--- config.mk ---
export PLATFORM = sky130hd
export DESIGN_NAME = scroll_scheduler
export DESIGN_NICKNAME = d
export VERILOG_FILES = /design/src/rtl/game_pkg.sv /design/src/rtl/frame_tick_gen.sv /design/src/rtl/scroll_scheduler.sv
export SDC_FILE = /design/constraint.sdc
export NUM_CORES = 1
export LEC_CHECK = 0
export CORE_UTILIZATION = 45
export CTS_CLUSTER_SIZE = 12
export DETAILED_ROUTE_END_ITERATION = 7
export DONT_BUFFER_PORTS = 1
export GPL_TIMING_DRIVEN = 0
export PLACE_DENSITY = 0.72
export SYNTH_ARGS = -nofsm -noshare
export SYNTH_HDL_FRONTEND = slang
export SYNTH_SLANG_ARGS = --single-unit
--- constraint.sdc ---
create_clock -name Clk -period 2.67 [get_ports Clk]
set_input_delay 0 -clock Clk [delete_from_list [all_inputs] [get_ports Clk]]
set_output_delay 0 -clock Clk [all_outputs]
set_load 0.03 [all_outputs]
--- src/rtl/game_pkg.sv ---
// Shared game-level constants: status one-hot codes, level codes, keycodes
// and the scroll scheduler state encoding.
package game_pkg;

    localparam logic [4:0] ST_SELECT = 5'b10000;
    localparam logic [4:0] ST_WAIT   = 5'b01000;
    localparam logic [4:0] ST_PLAY   = 5'b00100;
    localparam logic [4:0] ST_WIN    = 5'b00010;
    localparam logic [4:0] ST_LOSE   = 5'b00001;

    localparam logic [1:0] LVL1 = 2'b01;
    localparam logic [1:0] LVL2 = 2'b10;

    localparam logic [7:0] KEY_SPACE = 8'h2c;
    localparam logic [7:0] KEY_A     = 8'h04;
    localparam logic [7:0] KEY_D     = 8'h07;
    localparam logic [7:0] KEY_P     = 8'h13;

    typedef enum logic [1:0] {IDLE, RUN, PAUSE, FREEZE} sched_state_t;

endpackage

--- src/rtl/frame_tick_gen.sv ---
// Turns the asynchronous frame strobe into one registered Clk-cycle tick per
// rising edge: 2-flop synchroniser, edge detect, output register.
module frame_tick_gen (
    input  logic Clk,
    input  logic Reset,
    input  logic frame_clk,
    output logic frame_tick
);

    logic sync0, sync1, sync_prev;

    always_ff @(posedge Clk or posedge Reset) begin
        if (Reset) begin
            sync0      <= 1'b0;
            sync1      <= 1'b0;
            sync_prev  <= 1'b0;
            frame_tick <= 1'b0;
        end else begin
            sync0      <= frame_clk;
            sync1      <= sync0;
            sync_prev  <= sync1;
            frame_tick <= sync1 & ~sync_prev;
        end
    end

endmodule

--- src/rtl/scroll_scheduler.sv ---
// Level scroll sequencer: advances frame_counter by a level-dependent speed on
// each frame tick while in PLAY, with pause toggle and WIN/LOSE hold.
// Optional SCROLL_ACCEL_EN adds distance-based speed-up capped at MAX_SPEED.
module scroll_scheduler
    import game_pkg::*;
#(
    parameter int         WIN_FRAME = 3000,
    parameter int         L1_SPEED  = 1,
    parameter int         L2_SPEED  = 2,
    parameter logic [7:0] PAUSE_KEY = KEY_P
`ifdef SCROLL_ACCEL_EN
    ,
    parameter int         ACCEL_STEP = 1024,
    parameter int         MAX_SPEED  = 6
`endif
) (
    input  logic        Clk,
    input  logic        Reset,
    input  logic        frame_clk,
    input  logic [7:0]  keycode,
    input  logic [4:0]  status,
    input  logic [1:0]  level_status,
    output logic [11:0] frame_counter,
    output logic [3:0]  scroll_speed,
    output logic        paused,
    output logic        frame_tick
);

    localparam logic [12:0] WIN13 = 13'(WIN_FRAME);
    localparam logic [3:0]  L1SP  = 4'(L1_SPEED);
    localparam logic [3:0]  L2SP  = 4'(L2_SPEED);

    sched_state_t state, state_n;
    logic [11:0]  cnt_n;
    logic [3:0]   spd_n;
    logic [7:0]   key_prev;
    logic         key_press;
    logic [3:0]   base;
    logic [3:0]   speed;
    logic [12:0]  sum;
    logic         go_freeze, go_idle, in_play;

    frame_tick_gen u_tick (
        .Clk        (Clk),
        .Reset      (Reset),
        .frame_clk  (frame_clk),
        .frame_tick (frame_tick)
    );

    assign key_press = (keycode == PAUSE_KEY) && (key_prev != PAUSE_KEY);
    assign in_play   = (status == ST_PLAY);
    assign go_freeze = (status == ST_WIN)  || (status == ST_LOSE);
    assign go_idle   = (status == ST_WAIT) || (status == ST_SELECT);
    assign paused    = (state == PAUSE);

    always_comb begin
        base = 4'd0;
        if (level_status == LVL1)      base = L1SP;
        else if (level_status == LVL2) base = L2SP;
    end

`ifdef SCROLL_ACCEL_EN
    localparam int          SHIFT = $clog2(ACCEL_STEP);
    localparam logic [12:0] MAX13 = 13'(MAX_SPEED);
    logic [12:0] accel_sum;

    // Speed grows one step per ACCEL_STEP of scroll distance already covered.
    assign accel_sum = {9'd0, base} + 13'(frame_counter >> SHIFT);
    assign speed     = (accel_sum > MAX13) ? MAX13[3:0] : accel_sum[3:0];
`else
    assign speed = base;
`endif

    assign sum = {1'b0, frame_counter} + {9'd0, speed};

    // Status changes outrank the pause key, which outranks the frame tick.
    always_comb begin
        state_n = state;
        cnt_n   = frame_counter;
        spd_n   = scroll_speed;
        case (state)
            IDLE: begin
                cnt_n = '0;
                spd_n = '0;
                if (in_play) state_n = RUN;
            end
            RUN: begin
                if (go_freeze)      state_n = FREEZE;
                else if (go_idle)   state_n = IDLE;
                else if (key_press) state_n = PAUSE;
                else if (frame_tick && in_play) begin
                    cnt_n = (sum > WIN13) ? WIN13[11:0] : sum[11:0];
                    spd_n = speed;
                end
            end
            PAUSE: begin
                if (go_freeze)      state_n = FREEZE;
                else if (go_idle)   state_n = IDLE;
                else if (key_press) state_n = RUN;
            end
            FREEZE: begin
                if (go_idle)      state_n = IDLE;
                else if (in_play) state_n = RUN;
            end
            default: state_n = IDLE;
        endcase
    end

    always_ff @(posedge Clk or posedge Reset) begin
        if (Reset) begin
            state         <= IDLE;
            frame_counter <= '0;
            scroll_speed  <= '0;
            key_prev      <= '0;
        end else begin
            state         <= state_n;
            frame_counter <= cnt_n;
            scroll_speed  <= spd_n;
            key_prev      <= keycode;
        end
    end

endmodule

==> results.md <==
* Outcome: completed
* CTS tree: done
* YS warnings at 0
* Die Ht at 62.4 µm
* Clock sink total at 28
* Final setup viols at 0
* #FFs+latches synth at 28
* Starting Density at 48.1%
* MaxCap Viol Count at 0
* Worst slew margin at 30.4%
* Sw frac at 28.9%
* Cells on Worst Hold Path at 3
* Reg2reg setup slack at 120 ps
* Hold crit path type: input pin to flop
* Unrepaired setup endpoints after global routing: false
* DP Cell Count at 205
* Setup TNS at 0 ps
* Initial DRC count at 51
* Core area at 0.00342 mm²
* Slew Viols, Final at 0
* Clk Latency, worst-skew pair at 340 ps
* Crit path DAT at 2800 ps
* Remaining global-route overflow at 0
* Die width at 62.4 µm
* Min cycle time layout at 2550 ps
* Top Ports at 36
* GP Congestion at 0.940
* DIE AREA at 0.00390 mm²
* Overall Global Routing Usage at 20.9%
* DRC at 0
* Most frequent cells in the layout: 27 x dfrtp_1, 15 x dlygate4sd3_1, 8 x inv_1, 8 x nor2_1, 8 x nand2_1
* Root buf cell: clkbuf_4
* Drt total wl at 3830 µm
* # Post-CTS Setup Buffers at 0
* Share of layout cells above drive strength 1 at 15.2%
* IR drop worst, VDD at 0.468 mV
* CP peak stage delay at 550 ps
* Cell Chain, Critical Path: ha_4 -> fa_2 -> nor2_1 -> o31ai_1 -> o221a_1 -> o2111a_1 -> buf_6 -> nor2_2 -> a32o_1
* Final Net Count at 200
* FF-to-FF End: frame_counter[0]$_DFFE_PP0P_
* Initial antenna violation count at 0
* PortBufs at 0
* Clk slew on worst S/H paths at 160 ps
* Critical hold path startpoint: status[2]
* H-tree depth at 1
* Ant diodes at 0
* Fill count at 313
* Wire per inst at 17.1 µm
* Leakage power total at 0.871 nW
* HPWL after detailed placement at 2490 µm
* Synth Cell Area at 0.00164 mm²
* Comb power frac at 22.5%
* PwrDens at 499 mW/mm²
* Main synth FF type: dfrtp_1
* NetSw at 0.277 mW
* Worst EP required at 2920 ps
* Worst Max-Slew Pin Slew at 1040 ps
* Tcrit/Tclk final at 95.5%
* Final core occ at 56.3%
* Synth Instances at 158
* Distinct cells, synth at 55
* Final Hold Viols at 0
* CP max FO at 10
* Worst Hold End: state[0]$_DFFE_PP0P_
* Crit path max-delay cell type: fa_2
* First-pass GRT wire length at 6390 µm
* Max clock buf depth at 2
* Commonest non-fill, non-tap cell in the layout: dfrtp_1
* Worst reg2reg startpoint: frame_counter[0]$_DFFE_PP0P_
* P&R area growth vs syn at 17.1%
* Finished Layout Cells at 224
* ANT nets after route at 0
* Async SR Flop Fraction at 100%
* Worst Setup End Kind: flop
* P_int at 0.683 mW
* Crit Path Category: flop to flop
* Fmax at 392 MHz
* CP Launch Type: flop
* CTS Buf Count at 3
* Vias in the first global route at 1,421
* Part of the power in the clock network at 29.4%
* Layout Skew at 14.3 ps
* Num rows at 21
* Flop pwr share at 48.1%
* EDFF count, synth at 0
* Worst-case reg-to-reg path depth at 9
* Pwr Total at 0.960 mW
* Seq/Total Area, Yosys at 42.7%
* Total vias in the final route at 1,347
* Largest net degree at the start of global routing at 29
* Drt via density at 6.01
* Mapped Avg Cell Area at 10.4 µm²
* First-pass DRT Iterations at 4
==> critical path, delay by kind of cell (launching register included) <==
| kind | cells | cell delay [ps] |
|---|---|---|
| compound gates | 4 | 890 |
| flops | 1 | 530 |
| buf+inv | 1 | 160 |
| fa+ha+maj | 2 | 750 |
| simple gates | 2 | 130 |
==> registers in the layout (all words and copies together) (netlist names) <==
signal,count
u_tick.sync0,1
frame_counter,12
u_tick.frame_tick,1
scroll_speed,2
u_tick.sync1,1
u_tick.sync_prev,1
state,2
key_prev,8
==> cell usage after synthesis, types with 3 or more instances <==
master,number,share of area (%)
a21oi_1,7,2.1
a22o_1,3,1.6
a32o_1,4,2.4
buf_4,6,2.7
dfrtp_1,28,43
inv_1,8,1.8
nand2_1,8,1.8
nand3_1,5,1.5
nand3b_1,5,2.3
nor2_1,8,1.8
nor2b_1,3,1.1
nor3_1,3,0.91
nor3_2,3,1.8
o21ai_0,8,2.4
o21ai_1,3,0.91
o31ai_1,6,2.7
==> timing repair <==
item	4_1_cts	5_1_grt
gates resized for setup	2	4
endpoints found under the hold margin	41	0
pin swaps	0	1
endpoints found under the setup margin	7	9
hold buffers	15	0
==> layer usage <==
metal	part of all wire, %	track usage [%]	vias up
li1	-	-	632
met1	41	23.0	666
met2	53	37.2	45
met3	5.7	5.47	4
met4	0.94	9.88	0
met5	0	0	-
==> cell families (layout without fill, tap and decap cells) <==
kind of cell / count (synthesis) / in the layout / share of synthesized area [%]
AO/OA/AOI/OAI: 47 / 47 / 21.5
XOR/XNOR: 4 / 4 / 2.13
adder cells (fa/ha/maj): 3 / 3 / 2.74
buffers and inverters: 18 / 37 / 6.40
flip-flops: 28 / 28 / 42.7
multiplexers: 3 / 3 / 2.13
other: 1 / 2 / 0.228
AND/OR/NAND/NOR: 54 / 54 / 22.2
==> worst max path at each step <==
stage | from | slack (ps) | end | cells after the start
2_1_floorplan | frame_counter[0]$_DFFE_PP0P_ | 150 | frame_counter[8]$_DFFE_PP0P_ | 9
3_3_place_gp | frame_counter[0]$_DFFE_PP0P_ | -10 | frame_counter[8]$_DFFE_PP0P_ | 9
3_5_place_dp | frame_counter[0]$_DFFE_PP0P_ | -50 | frame_counter[8]$_DFFE_PP0P_ | 9
4_1_cts | frame_counter[0]$_DFFE_PP0P_ | 50 | frame_counter[2]$_DFFE_PP0P_ | 9
5_1_grt | frame_counter[1]$_DFFE_PP0P_ | 4 | frame_counter[5]$_DFFE_PP0P_ | 8
6_report | frame_counter[0]$_DFFE_PP0P_ | 120 | frame_counter[0]$_DFFE_PP0P_ | 9
==> power groups by stage <==
stage,clock network [mW],logic (mW),registers [mW]
CTS,0.290,0.213,0.461
floorplan,0,0.157,0.467
detailed placement,0,0.195,0.469
global route,0.301,0.236,0.465
global placement,0,0.185,0.469
finish,0.282,0.216,0.461
==> stage by stage <==
stage | worst slack, ps | area [µm²] | hold WS [ps]
floorplan | 146 | 1650 | 31.4
global placement | -10.1 | 1700 | 31.5
detailed placement | -52.3 | 1700 | 31.5
CTS | 48.0 | 1910 | 3.44
global route | 3.64 | 1920 | 28.6
finish | 119 | 1920 | 2.85
==> layout make-up <==
cell class | instances | area [µm²] | share of cell area [%]
Sequential cell | 28 | 702 | 36.5
Clock buffer | 3 | 22.5 | 1.17
Tap cell | 46 | 57.6 | 2.99
Inverter | 9 | 33.8 | 1.76
Timing Repair Buffer | 15 | 150 | 7.81
Buffer | 9 | 71.3 | 3.71
Clock inverter | 1 | 30.0 | 1.56
Multi-Input combinational cell | 113 | 856 | 44.5
Note: power is estimated with default switching activity, not from simulation.
